`src/rtl/mc_pkg.sv`:
```
// Shared types and constants for the multi-cycle control sequencer.
package mc_pkg;

  typedef enum logic [2:0] {
    ST_IDLE   = 3'd0,
    ST_FETCH  = 3'd1,
    ST_DECODE = 3'd2,
    ST_EXEC   = 3'd3,
    ST_MEM    = 3'd4,
    ST_WB     = 3'd5,
    ST_HALT   = 3'd6
  } state_e;

  localparam logic [1:0] CLS_ILOAD   = 2'b00;
  localparam logic [1:0] CLS_STORE   = 2'b01;
  localparam logic [1:0] CLS_RTYPE   = 2'b10;
  localparam logic [1:0] CLS_ILLEGAL = 2'b11;

  localparam logic [1:0] FLT_NONE    = 2'b00;
  localparam logic [1:0] FLT_IMEM    = 2'b01;
  localparam logic [1:0] FLT_DMEM    = 2'b10;
  localparam logic [1:0] FLT_ILLEGAL = 2'b11;

  // Class 00 splits into load / ALU-immediate on instr[4].
  typedef enum logic [1:0] {
    OP_LOAD  = 2'd0,
    OP_ALUI  = 2'd1,
    OP_STORE = 2'd2,
    OP_RTYPE = 2'd3
  } op_e;

  function automatic op_e decode_op(input logic [1:0] cls, input logic imm_bit);
    case (cls)
      CLS_ILOAD: decode_op = imm_bit ? OP_ALUI : OP_LOAD;
      CLS_STORE: decode_op = OP_STORE;
      default:   decode_op = OP_RTYPE;
    endcase
  endfunction

endpackage

```
`src/rtl/mem_wait_timer.sv`:
```
// Saturating wait counter; timeout_o flags the last permitted wait cycle.
module mem_wait_timer #(
  parameter int MEM_TIMEOUT = 15,
  parameter int CNT_W       = 8
) (
  input  logic clk,
  input  logic rst,
  input  logic clr_i,
  input  logic en_i,
  output logic timeout_o
);

  localparam logic [CNT_W-1:0] LIMIT = CNT_W'(MEM_TIMEOUT);
  localparam logic [CNT_W-1:0] LAST  = CNT_W'(MEM_TIMEOUT - 1);

  logic [CNT_W-1:0] cnt_q, cnt_d;

  always_comb begin
    cnt_d = cnt_q;
    if (clr_i)                     cnt_d = '0;
    else if (en_i && cnt_q < LIMIT) cnt_d = cnt_q + 1'b1;
  end

  always_ff @(posedge clk) begin
    if (rst) cnt_q <= '0;
    else     cnt_q <= cnt_d;
  end

  // This cycle's increment would reach MEM_TIMEOUT.
  assign timeout_o = (cnt_q >= LAST);

endmodule

```
`src/rtl/mc_ctrl_fsm.sv`:
```
// Multi-cycle FETCH/DECODE/EXEC/MEM/WB sequencer with memory-wait watchdog.
module mc_ctrl_fsm
  import mc_pkg::*;
#(
  parameter int MEM_TIMEOUT = 15,
  parameter int CNT_W       = 8
) (
  input  logic        clk,
  input  logic        rst,
  input  logic [31:0] instr,
  input  logic        imem_ready,
  input  logic        dmem_ready,
  output logic        imem_req,
  output logic        ir_load,
  output logic        dmem_req,
  output logic        dmem_we,
  output logic        alu_src_imm,
  output logic        reg_we,
  output logic        wb_sel_mem,
  output logic        pc_inc,
  output logic [2:0]  state_o,
  output logic        halted,
  output logic [1:0]  fault_code
);

  state_e     state_q, state_d;
  op_e        op_q, op_d;
  logic [1:0] fault_q, fault_d;
  logic       timeout;

  logic unused_instr_bits;
  assign unused_instr_bits = ^{instr[31:7], instr[3:0]};

  mem_wait_timer #(.MEM_TIMEOUT(MEM_TIMEOUT), .CNT_W(CNT_W)) u_timer (
    .clk       (clk),
    .rst       (rst),
    .clr_i     (state_d != state_q),
    .en_i      (state_q == ST_FETCH || state_q == ST_MEM),
    .timeout_o (timeout)
  );

  always_ff @(posedge clk) begin
    if (rst) begin
      state_q <= ST_IDLE;
      op_q    <= OP_LOAD;
      fault_q <= FLT_NONE;
    end else begin
      state_q <= state_d;
      op_q    <= op_d;
      fault_q <= fault_d;
    end
  end

  always_comb begin
    state_d     = state_q;
    op_d        = op_q;
    fault_d     = fault_q;
    imem_req    = 1'b0;
    ir_load     = 1'b0;
    pc_inc      = 1'b0;
    dmem_req    = 1'b0;
    dmem_we     = 1'b0;
    alu_src_imm = 1'b0;
    reg_we      = 1'b0;
    wb_sel_mem  = 1'b0;
    case (state_q)
      ST_IDLE: state_d = ST_FETCH;
      ST_FETCH: begin
        imem_req = 1'b1;
        if (imem_ready) begin
          ir_load = 1'b1;
          pc_inc  = 1'b1;
          state_d = ST_DECODE;
        end else if (timeout) begin
          state_d = ST_HALT;
          fault_d = FLT_IMEM;
        end
      end
      ST_DECODE: begin
        op_d = decode_op(instr[6:5], instr[4]);
        if (instr[6:5] == CLS_ILLEGAL) begin
          state_d = ST_HALT;
          fault_d = FLT_ILLEGAL;
        end else begin
          state_d = ST_EXEC;
        end
      end
      ST_EXEC: begin
        alu_src_imm = (op_q != OP_RTYPE);
        state_d     = (op_q == OP_LOAD || op_q == OP_STORE) ? ST_MEM : ST_WB;
      end
      ST_MEM: begin
        dmem_req    = 1'b1;
        dmem_we     = (op_q == OP_STORE);
        alu_src_imm = 1'b1;
        if (dmem_ready) begin
          state_d = (op_q == OP_STORE) ? ST_FETCH : ST_WB;
        end else if (timeout) begin
          state_d = ST_HALT;
          fault_d = FLT_DMEM;
        end
      end
      ST_WB: begin
        reg_we     = 1'b1;
        wb_sel_mem = (op_q == OP_LOAD);
        state_d    = ST_FETCH;
      end
      default: state_d = ST_HALT;
    endcase
  end

  assign state_o    = state_q;
  assign halted     = (state_q == ST_HALT);
  assign fault_code = fault_q;

endmodule

```
`config.mk`:
```
export PLATFORM = sky130hd
export DESIGN_NAME = mc_ctrl_fsm
export DESIGN_NICKNAME = d
export VERILOG_FILES = /design/src/rtl/mc_pkg.sv /design/src/rtl/mem_wait_timer.sv /design/src/rtl/mc_ctrl_fsm.sv
export SDC_FILE = /design/constraint.sdc
export NUM_CORES = 1
export LEC_CHECK = 0
export ABC_AREA = 1
export BUFFER_PORTS_ARGS = -buffer_cell sky130_fd_sc_hd__buf_2
export CORE_AREA = 4 4 60 51
export CTS_CLUSTER_SIZE = 40
export DETAILED_ROUTE_END_ITERATION = 8
export DIE_AREA = 0 0 64 55
export PLACE_DENSITY = 0.73
export RECOVER_POWER = 50
export SETUP_SLACK_MARGIN = 0.05
export SLEW_MARGIN = 15
export SYNTH_ARGS = -nofsm -noshare
export SYNTH_HDL_FRONTEND = slang
export SYNTH_SLANG_ARGS = --single-unit
```
`constraint.sdc`:
```
create_clock -name clk -period 1.4 [get_ports clk]
set_input_delay 0.14 -clock clk [delete_from_list [all_inputs] [get_ports clk]]
set_output_delay 0.14 -clock clk [all_outputs]
set_load 0.005 [all_outputs]
```
==> results of run 1 <==
-- report_power, final --
part / switching (W) / internal, W / leakage, nW
Sequential: 0.0000605 / 0.000478 / 0.125
Clock: 0.000148 / 0.000111 / 0.0150
Combinational: 0.000411 / 0.000340 / 0.565
Total: 0.000619 / 0.000929 / 0.705
-- final timing paths --
| path | cells past startpoint | startpoint | end | slack (ps) |
|---|---|---|---|---|
| setup / recovery | 11 | u_timer.cnt_q[0] | u_timer.cnt_q[5] | -130 |
| hold / removal | 2 | rst | fault_code[0] | 100 |
| setup reg to reg | 11 | u_timer.cnt_q[0] | u_timer.cnt_q[5] | -130 |
| hold reg to reg | 2 | fault_code[1] | fault_code[1] | 450 |
-- cells in the mapped netlist --
cell type / number
or2_2: 1
a211oi_1: 2
nor3_1: 2
nor2_4: 1
nor2_1: 13
nor2_2: 8
nand3_4: 2
o2111ai_1: 1
o21ai_1: 1
a21oi_1: 7
ha_1: 2
inv_1: 22
nand2_1: 31
buf_6: 1
inv_2: 2
nand3_2: 5
xor2_1: 2
o21ai_0: 4
nand2_2: 3
nand3_1: 5
inv_4: 1
xnor2_1: 1
nand4_1: 4
a21oi_2: 1
o211ai_1: 1
buf_4: 1
dfxtp_1: 15
-- metal layers --
metal / share of wire [%] / track usage [%] / up-vias
li1: - / - / 532
met1: 43 / 17.4 / 483
met2: 50 / 25.9 / 35
met3: 4.6 / 1.41 / 7
met4: 2.3 / 7.89 / 0
met5: 0 / 0 / -
-- what timing repair did --
action / 4_1_cts / 5_1_grt
setup endpoints to repair: 17 / 17
resized for setup: 17 / 27
pin swaps: 10 / 21
buffers inserted: 4 / 5
-- cell type report --
| cell class | instances | area [µm²] |
|---|---|---|
| fill | 189 | 965 |
| timing repair buffer | 45 | 323 |
| tap | 36 | 45.0 |
| sequential | 15 | 313 |
| inverter | 25 | 104 |
| clock buffer | 4 | 26.3 |
| multi-input combinational | 97 | 647 |
-- state kept, by name (all words and copies together), names as in the netlist --
| name | cells |
|---|---|
| u_timer.cnt_q | 8 |
| state_o | 3 |
| op_q | 2 |
| fault_code | 2 |
-- cell usage in the layout, fill, tap and decap left out --
master	synthesis	routed
nand2_1	31	24
nor3_2	0	1
nand3_4	2	2
o21ai_0	4	2
buf_6	1	8
xor2_1	2	2
inv_6	0	1
or2_2	1	1
buf_4	1	20
dfxtp_4	0	2
nor2_1	13	9
nor2_4	1	4
clkbuf_1	0	3
inv_1	22	19
o2111ai_1	1	1
buf_2	0	15
inv_2	2	3
nor3_1	2	1
a21oi_1	7	5
xnor2_1	1	1
nand2_2	3	8
ha_1	2	1
inv_4	1	2
nand3_2	5	7
dfxtp_1	15	9
o21ai_2	0	1
nor2_2	8	9
clkbuf_4	0	3
a21oi_2	1	2
nand3_1	5	3
nand2_4	0	2
o21ai_1	1	2
dfxtp_2	0	4
a21oi_4	0	1
nand4_1	4	4
o211ai_1	1	1
ha_4	0	1
a211oi_1	2	2
-- cells by family after synthesis --
logic type / after synthesis / share of synthesized area (%)
and+or+nand+nor: 75 / 41.2
buffers and inverters: 27 / 11.9
adders and majority gates: 2 / 2.60
xor gates and xnor gates: 3 / 2.73
DFF: 15 / 31.2
AOI/OAI and AO/OA: 17 / 10.4
-- stage by stage --
step | instances | utilization (%)
6_report | 222 | 60.2
5_1_grt | 222 | 60.2
4_1_cts | 217 | 55.1
3_5_place_dp | 209 | 50.2
3_3_place_gp | 209 | 50.2
2_1_floorplan | 139 | -
==> flow_summary.yaml, run 1 <==
run_status:
  outcome: "finished with violations"
  violations: "setup timing"
die:
  start_util_pct: 39.8
  die_w_um: 64
  die-area_um2: 3520
  core_um2: 2420
  pin_count: 50
  die_h_um: 55
  rows: 16
global_route:
  overflow: 0
  grt_antenna_before_repair: 0
  track_usage_pct: 14.4
  grt_pass1_vias: 935
  grt_pass1_wl_um: 4000
  grt_max_degree: 10
cells_and_area:
  fin_area_um2: 1460
  layout.nets: 225
  drive_gt1_share_pct: 52.2
  num_antenna_cells: 0
  area_growth_pct: 51.3
critical_path:
  crit_fanout: 8
  worst_path_most_repeated_cell: "nand2_2"
  required_ps: 1630
  cpMaxStageDelayCell: "dfxtp_2"
  worstPathArrival_ps: 1750
  worstPathCellList: "inv_2, ha_4, inv_2, nand2_2, nand2_2, nand3_2, nand2_2, nand2_2, a21oi_4, nand3_4, nor2_1"
  start_kind: "flop"
  path_class: "reg2reg"
  max_stage_delay_ps: 340
  crit_buf_inv: 2
  critPathCaptureType: "flop"
  critical-path-top-delay-family: "simple AND/OR/NAND/NOR gates"
clock_tree:
  cts_root_buf: "clkbuf_4"
  clock-sinks: 15
  insertion_delay_ps: 290
  cts_tree: "done"
  cts_max_level: 1
  numCtsBuffers: 3
  clk_path_buf_depth: 2
  clk_pin_slew_worst_paths_ps: 90
  hold_buffers: 0
hold_path:
  hp-class: "in2reg"
power:
  power.leakage_nw: 0.705
  finalPower_w: 0.00155
  peakVddDrop_uv: 498
  p_per_area_nw_per_um2: 1060
timing:
  rsz0062_at_grt: "yes"
  fin_tns_setup_ps: -959
  worst_pin_slew_ps: 232
  fmax_ghz: 0.655
  fin_worst_skew_ps: 1.66
  fin_hold_ws_ps: 97.9
  setup_viol: 9
  final_max_slew_viol_count: 0
  period_share_pct: 109
  layout_min_cycle_time_ps: 1530
  worst_slack_ps: -126
  slew_headroom_pct: 84.5
  hold_violations: 0
yosys:
  synth_top_cell_by_area: "dfxtp_1"
  yosysTopAreaCellShare_pct: 31.2
  synth-seq-cells: 15
  syn_nets: 177
  synth.avg_cell_area_um2: 6.93
  synthDistinctLibCells: 27
  yosysSeqAreaShare_pct: 31.2
  synthCells: 139
  synth.area.top_cells: "dfxtp_1 (31%), nand2_1 (12%), inv_1 (8.6%)"
  yosysWarnings: 0
  netlist_area_um2: 963
place:
  hpwl_um: 1740
  gp_congestion: 0.833
  portBuffers: 20
  place_area_um2: 1220
  dp_worst_setup_slack_ps: -62.7
detailed_routing:
  avgViaCountPerCell: 4.76
  ant_nets: 0
  wl_um: 2760
  drc: 0
  vias: 1057
  routedWlPerCell_um: 12.4
  drt_iter0_drc: 23
  drtPass1Iterations: 4
flow_run:
  max_cap_viol_count: 0
(Power assumes the default switching activity.)
==> inputs of run 2 (changes only) <==
- HOLD_SLACK_MARGIN: default -> 0.15
==> run 2 against run 1 <==
  * The flow still finishes with violations (setup timing)
  * Combinational power grew 0.5%
  * Critical path depth did not move
  * Non-clock buffer count rose by 1
  * Largest cell class unchanged
  * Highest routed layer unchanged
  * Cell area rose by 0.69%
  * Die area stayed put
  * Routed wire length grew 2.7%
  * Flip-flop and latch count stayed put
==> flow_summary.yaml, run 2 (synthesis gave the netlist of run 1 again) <==
timing:
  layout_min_cycle_time_ps: 1520
  slew_headroom_pct: 84.6
  setup_viol: 11
  final_max_slew_viol_count: 0
  hold_violations: 0
  worst_pin_slew_ps: 231
  rsz0062_at_grt: "yes"
  fin_worst_skew_ps: 6.00
  fmax_ghz: 0.659
  period_share_pct: 108
  worst_slack_ps: -117
  fin_tns_setup_ps: -931
global_route:
  top_usage_layer: "met2"
  grt_use_met3_pct: 1.41
  grt_pass1_wl_um: 3990
  track_usage_pct: 14.4
  overflow: 0
  met1_usage_pct: 17.6
  grt_pass1_vias: 931
  grt_max_degree: 10
  grt_antenna_before_repair: 0
  use_met2_pct: 25.9
cells_and_area:
  final_cell_mix: "nand2_1 (24), buf_4 (20), inv_1 (19)"
  num_antenna_cells: 0
  drive_gt1_share_pct: 51.9
  regMostFlops: "u_timer.cnt_q"
  area_growth_pct: 52.3
  nFillCells: 182
  layout_commonest_cell: "nand2_1"
  largest_register_ffs: 8
  layout.nets: 226
critical_path:
  crit_fanout: 8
  worstPathCellList: "inv_2, ha_4, inv_2, nand2_2, nand2_2, nand3_2, nand2_2, nand2_2, a21oi_4, nand3_4, nor2_4"
  max_stage_delay_ps: 340
  cpMaxStageDelayCell: "dfxtp_2"
  worst_path_most_repeated_cell: "nand2_2"
  crit_cells: 11
  critPathCaptureType: "flop"
  crit_buf_inv: 2
  rr_worst_depth: 11
  required_ps: 1620
  worstPathArrival_ps: 1740
  start_kind: "flop"
  path_class: "reg2reg"
  critical-path-top-delay-family: "simple AND/OR/NAND/NOR gates"
place:
  portBuffers: 20
  hpwl_um: 1740
  gp_congestion: 0.833
  dp_worst_setup_slack_ps: -62.7
detailed_routing:
  wl_um: 2840
  vias: 1060
  drc: 0
  avgViaCountPerCell: 4.75
  ant_nets: 0
  routedWlPerCell_um: 12.7
  drt_iter0_drc: 24
  drtPass1Iterations: 4
clock_tree:
  cts_max_level: 1
  clock-sinks: 15
  numCtsBuffers: 3
  clk_pin_slew_worst_paths_ps: 90
  cts_root_buf: "clkbuf_4"
  cts_tree: "done"
  clk_path_buf_depth: 2
  insertion_delay_ps: 280
die:
  die_h_um: 55
  core_um2: 2420
  die-area_um2: 3520
  pin_count: 50
  start_util_pct: 39.8
  die_w_um: 64
  rows: 16
power:
  p_per_area_nw_per_um2: 1050
  peakVddDrop_uv: 501
  power.leakage_nw: 0.709
flow_run:
  max_cap_viol_count: 0
hold_path:
  hp-class: "in2reg"
  hold_depth: 3
run_status:
  violations: "setup timing"
  outcome: "finished with violations"
==> run 2: changes by cell type in the layout (fill, tap and decap cells not counted) <==
| cell | delta |
|---|---|
| dlygate4sd3_1 | +1 |
==> run 2: report_power, final <==
part           internal [W]  switching [W]  leakage [nW]
registers          0.000478      0.0000603         0.125
clock network      0.000111       0.000142        0.0150
logic              0.000342       0.000414         0.569
total              0.000930       0.000616         0.709
==> run 2: metal layers <==
| layer | part of all wire, % | vias up |
|---|---|---|
| met5 | 0 | - |
| met4 | 2.7 | 0 |
| met3 | 3.5 | 6 |
| met2 | 50 | 29 |
| met1 | 44 | 492 |
| li1 | - | 533 |
==> run 2: final timing paths <==
check                   start          endpoint  slack [ps]
max          u_timer.cnt_q[0]  u_timer.cnt_q[2]        -120
min                  instr[4]           op_q[0]         180
min reg2reg     fault_code[1]     fault_code[1]         450
max reg2reg  u_timer.cnt_q[0]  u_timer.cnt_q[2]        -120
==> run 2: final cells by class <==
class | instances | area (µm²) | area share [%]
well taps | 36 | 45.0 | 3.07
clock buffers | 4 | 26.3 | 1.79
inverters | 25 | 104 | 7.08
multi-input cells | 97 | 647 | 44.1
repair buffers | 46 | 333 | 22.7
flip-flops and latches | 15 | 313 | 21.3
==> run 2: what timing repair did <==
action                                  CTS  global route
pin swaps                                10            21
endpoints found under the setup margin   17            17
gates cloned                              0             0
buffers inserted                          4             5
hold buffers                              1             0
resized for setup                        17            27
endpoints found under the hold margin     5             0
==> run 2: worst register-to-register path, stage by stage (launching register included) <==
cell and delay [ps]:
dfxtp_2 340, inv_2 50, ha_4 150, inv_2 70
nand2_2 60, nand2_2 70, nand3_2 80, nand2_2 90
nand2_2 70, a21oi_4 180, nand3_4 160, nor2_4 130
==> run 2: per-stage QoR <==
| stage | cell area [µm²] | hold slack, ps | instances | utilization (%) | total power, W |
|---|---|---|---|---|---|
| final | 1470 | 185 | 223 | 60.6 | 0.00155 |
| after global routing | 1470 | 180 | 223 | 60.6 | 0.00166 |
| after CTS | 1350 | 174 | 218 | 55.5 | 0.00145 |
| after detailed placement | 1220 | 412 | 209 | 50.2 | 0.00111 |
| after global placement | 1220 | 409 | 209 | 50.2 | 0.00110 |
| after floorplan | 970 | 209 | 139 | - | 0.000913 |
